--- src/rtl/display_owner_arbiter_if.sv ---
// Bus bundle between the three display requesters and display_owner_arbiter.
// Handshake: req[i] is a level held high for as long as requester i wants the
// display; grant is one-hot and names the current owner. There is no ack or
// ready: a requester owns the scan exactly while its grant bit is 1, and a
// requester drops ownership simply by lowering req[i].
// dbg_state mirrors the arbiter FSM state (0=IDLE, 1=OWN, 2=GAP).
interface display_owner_arbiter_if;
    logic [2:0]  req;
    logic [31:0] data0;
    logic [31:0] data1;
    logic [31:0] data2;
    logic [7:0]  mask0;
    logic [7:0]  mask1;
    logic [7:0]  mask2;
    logic [2:0]  grant;
    logic        busy;
    logic [2:0]  cell_idx;
    logic [7:0]  cell_anode;
    logic [3:0]  cell_bcd;
    logic        frame_tick;
    logic [1:0]  dbg_state;

    modport master (
        output req, data0, data1, data2, mask0, mask1, mask2,
        input  grant, busy, cell_idx, cell_anode, cell_bcd, frame_tick, dbg_state
    );

    modport slave (
        input  req, data0, data1, data2, mask0, mask1, mask2,
        output grant, busy, cell_idx, cell_anode, cell_bcd, frame_tick, dbg_state
    );
endinterface

--- src/rtl/display_owner_arbiter.sv ---
// display_owner_arbiter: shares one 8-cell 7-segment scan between an emergency
// alert (0), a countdown timer (1) and a keypad echo (2). Fixed priority, a
// minimum ownership hold, a one-cycle blank gap on every handover, and a frame
// latch that only refreshes at the end of a scan frame.
// Optional feature macro: DISP_BLINK_EN (blinks the emergency owner's anodes).
module display_owner_arbiter #(
    parameter int unsigned HOLD_CYC   = 16,
    parameter int unsigned BLINK_HALF = 256
) (
    input  logic                     clk_mux,
    input  logic                     rst,
    display_owner_arbiter_if.slave   bus
);

    typedef enum logic [1:0] {
        ST_IDLE = 2'd0,
        ST_OWN  = 2'd1,
        ST_GAP  = 2'd2
    } state_t;

    localparam int HOLD_W = (HOLD_CYC > 1) ? $clog2(HOLD_CYC) : 1;
    localparam logic [HOLD_W-1:0] HOLD_INIT = HOLD_W'(HOLD_CYC - 1);

    state_t            state_q, state_d;
    logic [1:0]        owner_q, owner_d;
    logic [HOLD_W-1:0] hold_q, hold_d;
    logic [31:0]       frame_q, frame_d;
    logic [7:0]        fmask_q, fmask_d;
    logic [2:0]        cell_idx_q, cell_idx_d;

    logic [1:0]  winner;
    logic [31:0] win_data, own_data;
    logic [7:0]  win_mask, own_mask;
    logic        owner_req, higher_req, go_gap, frame_tick, enter_own, blink_off;

    // Arbitration helpers: winner of a fresh arbitration and the current owner's sources.
    always_comb begin
        winner = req_winner(bus.req);
        win_data = 32'h0;
        win_mask = 8'h00;
        own_data = 32'h0;
        own_mask = 8'h00;
        owner_req  = 1'b0;
        higher_req = 1'b0;
        case (winner)
            2'd0:    begin win_data = bus.data0; win_mask = bus.mask0; end
            2'd1:    begin win_data = bus.data1; win_mask = bus.mask1; end
            default: begin win_data = bus.data2; win_mask = bus.mask2; end
        endcase
        case (owner_q)
            2'd0: begin own_data = bus.data0; own_mask = bus.mask0; owner_req = bus.req[0]; end
            2'd1: begin own_data = bus.data1; own_mask = bus.mask1; owner_req = bus.req[1];
                        higher_req = bus.req[0]; end
            2'd2: begin own_data = bus.data2; own_mask = bus.mask2; owner_req = bus.req[2];
                        higher_req = bus.req[0] | bus.req[1]; end
            default: ;
        endcase
    end

    function automatic logic [1:0] req_winner(input logic [2:0] r);
        if (r[0])      return 2'd0;
        else if (r[1]) return 2'd1;
        else           return 2'd2;
    endfunction

    assign frame_tick = (cell_idx_q == 3'd7);

    // Release, emergency preemption, or an expired hold with a higher request waiting.
    assign go_gap = !owner_req
                  || (bus.req[0] && (owner_q != 2'd0))
                  || ((hold_q == '0) && higher_req);

    // Next-state logic for the ownership FSM, hold counter, frame latch and scan counter.
    always_comb begin
        state_d    = state_q;
        owner_d    = owner_q;
        hold_d     = hold_q;
        frame_d    = frame_q;
        fmask_d    = fmask_q;
        cell_idx_d = cell_idx_q + 3'd1;
        case (state_q)
            ST_OWN: begin
                hold_d = (hold_q == '0) ? '0 : hold_q - HOLD_W'(1);
                if (go_gap) begin
                    state_d = ST_GAP;
                end else if (frame_tick) begin
                    frame_d = own_data;
                    fmask_d = own_mask;
                end
            end
            default: begin
                // IDLE and GAP both arbitrate, so a handover costs exactly one blank cycle.
                if (|bus.req) begin
                    state_d = ST_OWN;
                    owner_d = winner;
                    frame_d = win_data;
                    fmask_d = win_mask;
                    hold_d  = HOLD_INIT;
                end else begin
                    state_d = ST_IDLE;
                end
            end
        endcase
    end

    assign enter_own = (state_d == ST_OWN) && (state_q != ST_OWN);

    // State registers; reset drops the grant immediately.
    always_ff @(posedge clk_mux or posedge rst) begin
        if (rst) begin
            state_q    <= ST_IDLE;
            owner_q    <= 2'd0;
            hold_q     <= '0;
            frame_q    <= 32'h0;
            fmask_q    <= 8'h00;
            cell_idx_q <= 3'd0;
        end else begin
            state_q    <= state_d;
            owner_q    <= owner_d;
            hold_q     <= hold_d;
            frame_q    <= frame_d;
            fmask_q    <= fmask_d;
            cell_idx_q <= cell_idx_d;
        end
    end

`ifdef DISP_BLINK_EN
    localparam int BL_W = (BLINK_HALF > 1) ? $clog2(BLINK_HALF) : 1;
    localparam logic [BL_W-1:0] BL_LAST = BL_W'(BLINK_HALF - 1);

    logic [BL_W-1:0] blink_cnt_q, blink_cnt_d;
    logic            phase_q, phase_d;

    // Blink half-period counter, restarted on every new ownership.
    always_comb begin
        blink_cnt_d = blink_cnt_q + BL_W'(1);
        phase_d     = phase_q;
        if (enter_own) begin
            blink_cnt_d = '0;
            phase_d     = 1'b0;
        end else if (blink_cnt_q == BL_LAST) begin
            blink_cnt_d = '0;
            phase_d     = ~phase_q;
        end
    end

    // Blink registers.
    always_ff @(posedge clk_mux or posedge rst) begin
        if (rst) begin
            blink_cnt_q <= '0;
            phase_q     <= 1'b0;
        end else begin
            blink_cnt_q <= blink_cnt_d;
            phase_q     <= phase_d;
        end
    end

    assign blink_off = (owner_q == 2'd0) && phase_q;
`else
    // Without blinking the emergency owner is shown steadily.
    if (BLINK_HALF == 0) begin : g_blink_unused
    end
    assign blink_off = 1'b0 & enter_own;
`endif

    // Outputs decoded from registered state.
    always_comb begin
        bus.grant      = 3'b000;
        bus.cell_anode = 8'hFF;
        bus.cell_bcd   = 4'hF;
        if (state_q == ST_OWN) begin
            bus.grant = 3'b001 << owner_q;
            if (fmask_q[cell_idx_q]) begin
                bus.cell_bcd = frame_q[cell_idx_q*4 +: 4];
                if (!blink_off) begin
                    bus.cell_anode = ~(8'b1 << cell_idx_q);
                end
            end
        end
    end

    assign bus.busy       = (state_q != ST_IDLE);
    assign bus.cell_idx   = cell_idx_q;
    assign bus.frame_tick = frame_tick;
    assign bus.dbg_state  = state_q;

endmodule

--- src/flat_wrapper.sv ---
// flat-port wrapper written by rule: the top's interface ports become plain ports
module display_owner_arbiter_flat 
#(
    parameter int unsigned HOLD_CYC   = 16,
    parameter int unsigned BLINK_HALF = 256
)
  (clk_mux, rst, bus_req, bus_data0, bus_data1, bus_data2, bus_mask0, bus_mask1, bus_mask2, bus_grant, bus_busy, bus_cell_idx, bus_cell_anode, bus_cell_bcd, bus_frame_tick, bus_dbg_state);
  display_owner_arbiter_if bus_i ();
  input  logic clk_mux;
  input  logic rst;
  input wire logic [$bits(bus_i.req)-1:0] bus_req;
  input wire logic [$bits(bus_i.data0)-1:0] bus_data0;
  input wire logic [$bits(bus_i.data1)-1:0] bus_data1;
  input wire logic [$bits(bus_i.data2)-1:0] bus_data2;
  input wire logic [$bits(bus_i.mask0)-1:0] bus_mask0;
  input wire logic [$bits(bus_i.mask1)-1:0] bus_mask1;
  input wire logic [$bits(bus_i.mask2)-1:0] bus_mask2;
  output wire logic [$bits(bus_i.grant)-1:0] bus_grant;
  output wire logic [$bits(bus_i.busy)-1:0] bus_busy;
  output wire logic [$bits(bus_i.cell_idx)-1:0] bus_cell_idx;
  output wire logic [$bits(bus_i.cell_anode)-1:0] bus_cell_anode;
  output wire logic [$bits(bus_i.cell_bcd)-1:0] bus_cell_bcd;
  output wire logic [$bits(bus_i.frame_tick)-1:0] bus_frame_tick;
  output wire logic [$bits(bus_i.dbg_state)-1:0] bus_dbg_state;
  assign bus_i.req = bus_req;
  assign bus_i.data0 = bus_data0;
  assign bus_i.data1 = bus_data1;
  assign bus_i.data2 = bus_data2;
  assign bus_i.mask0 = bus_mask0;
  assign bus_i.mask1 = bus_mask1;
  assign bus_i.mask2 = bus_mask2;
  assign bus_grant = bus_i.grant;
  assign bus_busy = bus_i.busy;
  assign bus_cell_idx = bus_i.cell_idx;
  assign bus_cell_anode = bus_i.cell_anode;
  assign bus_cell_bcd = bus_i.cell_bcd;
  assign bus_frame_tick = bus_i.frame_tick;
  assign bus_dbg_state = bus_i.dbg_state;
  display_owner_arbiter #(.HOLD_CYC(HOLD_CYC), .BLINK_HALF(BLINK_HALF)) u_core (.clk_mux(clk_mux), .rst(rst), .bus(bus_i));
endmodule
--- config.mk ---
export PLATFORM = sky130hd
export DESIGN_NAME = display_owner_arbiter_flat
export DESIGN_NICKNAME = d
export VERILOG_FILES = /design/src/rtl/display_owner_arbiter_if.sv /design/src/rtl/display_owner_arbiter.sv /design/src/flat_wrapper.sv
export SDC_FILE = /design/constraint.sdc
export NUM_CORES = 1
export LEC_CHECK = 0
export CAP_MARGIN = 20
export CORE_MARGIN = 3
export CORE_UTILIZATION = 40
export DETAILED_ROUTE_END_ITERATION = 12
export GPL_TIMING_DRIVEN = 0
export HOLD_SLACK_MARGIN = 0.06
export PLACE_DENSITY = 0.85
export SLEW_MARGIN = 20
export SYNTH_ARGS = -nofsm -noshare
export SYNTH_HDL_FRONTEND = slang
export SYNTH_SLANG_ARGS = --single-unit
--- constraint.sdc ---
create_clock -name clk_mux -period 2.7 [get_ports clk_mux]
set_clock_uncertainty 0.2 [all_clocks]
set_input_delay 0.81 -clock clk_mux [delete_from_list [all_inputs] [get_ports clk_mux]]
set_output_delay 0.81 -clock clk_mux [all_outputs]
set_load 0.02 [all_outputs]
After elaboration in Yosys (flattened, before gate mapping)
Index checks and enable logic that the tools add are counted.
{ "word_totals": {"regBits": 51, "word_cells": 66, "out_inout_bits": 22} }
{ "classes": {"reduce_logical": 14, "shift": 3, "muxes": 29, "order_cmp": 1, "bitwise_logic": 3, "eq_ne": 8, "n_addsub": 2} }
{ "ops": {"columns": ["op", "count"], "rows": [
  ["two-way mux 32 bit", 4],
  ["one-hot mux 32 bit (3 select lines)", 1],
  ["one-hot mux 32 bit (2 select lines)", 1],
  ["two-way mux 8 bit", 6],
  ["indexed part select 32 x 6 -> 4 bit", 1],
  ["one-hot mux 8 bit (3 select lines)", 1],
  ["two-way mux 4 bit", 5],
  ["one-hot mux 8 bit (2 select lines)", 1],
  ["two-way mux 2 bit", 4],
  ["NOT 8 bit", 1],
  ["<< shifter 1 x 3 -> 8 bit, first input constant", 1],
  ["equality test 2 x 1 -> 1 bit, second input constant", 3],
  ["nonzero test 2 bit", 3],
  ["zero test 2 bit", 2],
  ["zero test 4 bit", 1],
  ["less-than comparator 3 x 4 -> 1 bit, second input constant", 1],
  ["!= test 2 bit, second input constant", 2],
  ["subtractor 4 x 1 -> 4 bit, second input constant", 1],
  ["adder 3 x 1 -> 3 bit, second input constant", 1],
  ["binary-select mux 1 bit (select 3 bit)", 1],
  ["equality test 3 bit, second input constant", 1],
  ["two-way mux 3 bit", 1],
  ["one-hot mux 1 bit (3 select lines)", 1],
  ["AND reduction 3 bit", 1],
  ["12 further kinds", 15]
]} }

Logic depth before layout (Yosys ltp)
{ "logic_depth": {"word_depth": 7, "depth_mapped": 8} }

Least setup slack after synthesis
Ideal clock, no wire load.
{ "synth_timing": {"path_kind": "register to output", "start": "reg u_core.cell_idx_q[0], in the netlist u_core.bus.cell_idx[0]", "end": "out bus_cell_bcd[0]", "stages_incl_launch_ff": 6, "setup_slack_ns": -0.264, "arrival_time_ns": 1.954, "path_cell_list": "dfrtp_1 -> buf_2 -> mux4_2 -> and2_1 -> o21a_1 -> nand3_1"} }
{ "synth_via": {"elab_chain_len": 4, "word_cells_on_any_way": 5, "cone_classes": "shift: 1; mux: 4"} }
{ "synth_rtl": {"columns": ["element", "line_no", "source"], "rows": [
  ["start, declared", "display_owner_arbiter.sv:29", "logic [2:0] cell_idx_q, cell_idx_d;"],
  ["start signal, assigned", "display_owner_arbiter.sv:123", "cell_idx_q <= cell_idx_d;"],
  ["parallel branches: the longest is 2 deep, another holds indexed part select 32 x 6 -> 4 bit", null, null],
  ["two-way mux 4 bit *", "display_owner_arbiter.sv:173", "if (fmask_q[cell_idx_q]) begin"],
  ["two-way mux 4 bit *", "display_owner_arbiter.sv:171", "if (state_q == ST_OWN) begin"],
  ["end, declared", "flat_wrapper.sv:22", "output wire logic [$bits(bus_i.cell_bcd)-1:0] bus_cell_bcd;"]
]} }
Mark *: on every way between the ends. The select of a mux whose other input is x is not followed.

Worst setup path after layout
{ "layout_timing": {"start": "reg u_core.cell_idx_q[0], in the netlist u_core.bus.cell_idx[0]", "end": "out bus_cell_bcd[1]"} }
Same word-level chain as after synthesis.

==> flow_summary.json <==
{
  "status": "finished, violations left",
  "violations": "negative setup slack",
  "grt_pass1_vias": 4445,
  "maxSlewHeadroom_pct": 62.9,
  "synth_edf_count": 0,
  "grt_pass1_wl_um": 22800,
  "period_share_pct": 112,
  "gr-total-overflow": 0,
  "grt_max_degree": 37,
  "diodes": 0,
  "clock.fmax_mhz": 331,
  "rsz0062_at_grt": "yes",
  "ios": 147,
  "hold_ws_ns": 0.316,
  "drc": 0,
  "drt_wl_total_um": 14700,
  "crit_slowest_cell": "mux4_2",
  "crit_path_frequent_cell": "buf_6",
  "netlist-cell-type-count": 39,
  "fin_cells": 711,
  "syn_area_per_cell_um2": 10.2,
  "crit_chain": "buf_6, mux4_2, and2_4, o21a_4, nand3_2, buf_6",
  "syn_to_final_growth_pct": 47.4,
  "path_max_fanout": 6,
  "whs_endpoint": "u_core.fmask_q[2]$_DFFE_PP0P_",
  "dieArea_um2": 11900,
  "dieWidth_um": 109,
  "end_kind": "output port",
  "portBuffers": 145,
  "synth_top_area_share_pct": 30.1,
  "r2r_slack_ns": 0.12,
  "setup_tns_ns": -3.01,
  "yosysSeqAreaShare_pct": 30.1,
  "peakVddDrop_uv": 433,
  "antenna_found_initial": 0,
  "drive_gt1_share_pct": 21.3,
  "tightest_slew_ns": 0.556,
  "setup_viol_count_final": 12,
  "crit_type": "reg2out",
  "yosys_most_used_dff": "dfrtp_1",
  "min_from": "u_core.fmask_q[2]$_DFFE_PP0P_",
  "num_vias": 4421,
  "required_ns": 1.69,
  "clockBufferDepth": 2,
  "start_util_pct": 42.2,
  "power_density_nw_per_um2": 902,
  "drv_cap": 0,
  "viasPerCell": 6.22,
  "cts.clk_slew.worst_paths_ns": 0.09,
  "root_buffer": "clkbuf_8",
  "min_period_ns": 3.02,
  "r2r_start": "u_core.owner_q[1]$_DFFE_PP0P_",
  "yosys.area.top_type": "dfrtp_1",
  "async_reset_ff_share_pct": 100,
  "maxSlewViolCount": 0,
  "power.total_w": 0.00564,
  "dr.pass1.iters": 7,
  "detail_route.wl_per_cell_um": 20.7,
  "drtIter0Drc": 598,
  "setup_ws_ns": -0.325,
  "cts_tree": "built",
  "min_path_type": "reg2reg",
  "r2r-end": "u_core.frame_q[31]$_DFFE_PP0P_",
  "syn_nets": 552,
  "syn_inst": 417,
  "cts-buffers-inserted": 5,
  "holdPathStages": 1,
  "cp_data_arrival_time_ns": 2.01,
  "insertion_delay_ns": 0.32,
  "detailedPlace.worstSlack_ns": -0.721,
  "power_leakage_nw": 2.65,
  "rows": 36,
  "core_um2": 10000,
  "hold_viol": 0,
  "synth-seq-cells": 51,
  "syn_area_um2": 4240,
  "finalNetCount": 713,
  "dpl.hpwl_um": 10900,
  "h-tree-depth": 2,
  "die_h_um": 109,
  "antenna_left": 0,
  "yosysWarnings": 0,
  "reg2reg_depth": 8,
  "cts.sinks": 51,
  "synth_area_leaders": "dfrtp_1 30%, mux2_4 10%, a222oi_1 9.4%",
  "worstSetupStartpointType": "flip-flop",
  "slowest_delay_ns": 0.49,
  "dp_cells": 696,
  "gp_congestion": 0.859,
  "grt_use_total_pct": 24.5
}
power breakdown:
group	leakage (nW)	internal [W]	total, W	switching [W]
Sequential	0.617	0.00112	0.00137	0.000255
Clock	0.0470	0.000202	0.000454	0.000252
Combinational	1.98	0.00194	0.00381	0.00188
Total	2.65	0.00325	0.00564	0.00239
placed cells by master (no fill, tap or decap), drive strengths merged, types with 2 or more instances in the layout:
cell,synthesis,routed
inv,21,21
clkdlybuf4s50,0,128
o21ai,32,32
buf,12,40
o21a,2,2
nand2b,2,2
mux2,29,29
clkbuf,33,34
mux4,10,10
a22o,22,22
ha,10,10
nor3,2,2
nand3,12,12
a222oi,40,40
or2,2,2
a21oi,4,4
o2bb2ai,29,29
nor2,8,8
mux2i,40,40
dfrtp,51,51
a32o,2,2
nand2,39,39
and2,4,4
how the worst max path moves through the flow:
| stage | depth (start not counted) | to | from | slack [ns] |
|---|---|---|---|---|
| 6_report | 6 | bus_cell_bcd[1] | u_core.bus.cell_idx[0]$_DFF_PP0_ | -0.32 |
| 5_1_grt | 6 | bus_cell_anode[3] | u_core.bus.cell_idx[1]$_DFF_PP0_ | -0.37 |
| 4_1_cts | 6 | bus_cell_bcd[3] | u_core.bus.cell_idx[0]$_DFF_PP0_ | -0.30 |
| 3_5_place_dp | 6 | bus_cell_bcd[0] | u_core.bus.cell_idx[0]$_DFF_PP0_ | -0.72 |
| 3_3_place_gp | 6 | bus_cell_bcd[0] | u_core.bus.cell_idx[0]$_DFF_PP0_ | -0.69 |
| 2_1_floorplan | 5 | bus_cell_bcd[0] | u_core.bus.cell_idx[0]$_DFF_PP0_ | -0.04 |
synthesized netlist by cell type, types with 2 or more instances:
cell	count
buf_6	3
nand3_1	12
a32o_1	2
mux2i_1	40
clkbuf_1	33
mux4_2	10
nor2_1	7
inv_1	21
dfrtp_1	51
o2bb2ai_1	29
a222oi_1	40
nor3_1	2
nand2b_1	2
and2_1	4
o21a_1	2
mux2_4	29
o21ai_0	32
buf_2	7
a21oi_1	3
a22o_1	22
nand2_1	39
ha_1	10
stage by stage:
stage               area (µm²)  utilization [%]
detailed placement        5890             58.6
floorplan                 4250                -
global placement          5870             58.4
CTS                       6160             61.3
global route              6250             62.2
finish                    6250             62.2
flip-flops by register name (all words and copies together) (netlist names):
register              count
u_core.bus.dbg_state      2
u_core.hold_q             4
u_core.fmask_q            8
u_core.frame_q           32
u_core.owner_q            2
u_core.bus.cell_idx       3
cell families (layout without fill, tap and decap cells):
group           count (synthesis)  in the layout  synth area share (%)
fa+ha+maj                      10             10                  2.95
compound gates                135            135                  26.5
buf+inv                        66            227                  6.67
simple gates                   76             76                  8.76
flops                          51             51                  30.1
mux                            79             79                  25.0
routing by layer:
layer | global-route usage [%] | wire [µm] | up-vias
met1 | 31.6 | 5800 | 2167
li1 | - | - | 1959
met4 | 6.94 | 249 | 0
met2 | 42.1 | 7520 | 261
met5 | 0 | 0 | -
met3 | 4.26 | 1160 | 34
final cells by class:
type / count / area (µm²)
fillers: 775 / 3790
multi-input cells: 300 / 2790
repair buffers: 158 / 1590
flip-flops and latches: 51 / 1280
plain buffers: 41 / 260
well taps: 133 / 166
clock buffers: 6 / 82.6
inverters: 21 / 78.8
clock inverters: 1 / 5.00
critical path: cells and delay by family, from the launching register on:
| kind | cells | cell delay (ns) |
|---|---|---|
| muxes | 1 | 0.49 |
| DFF | 1 | 0.42 |
| and+or+nand+nor | 2 | 0.27 |
| buffers and inverters | 2 | 0.25 |
| AOI/OAI and AO/OA | 1 | 0.25 |
timing repair:
action | in CTS | in global routing
hold buffers | 0 | 0
setup buffers | 5 | 8
pin swaps | 2 | 3
gates resized for setup | 124 | 18
setup endpoints to repair | 55 | 16
(Power assumes the default switching activity.)
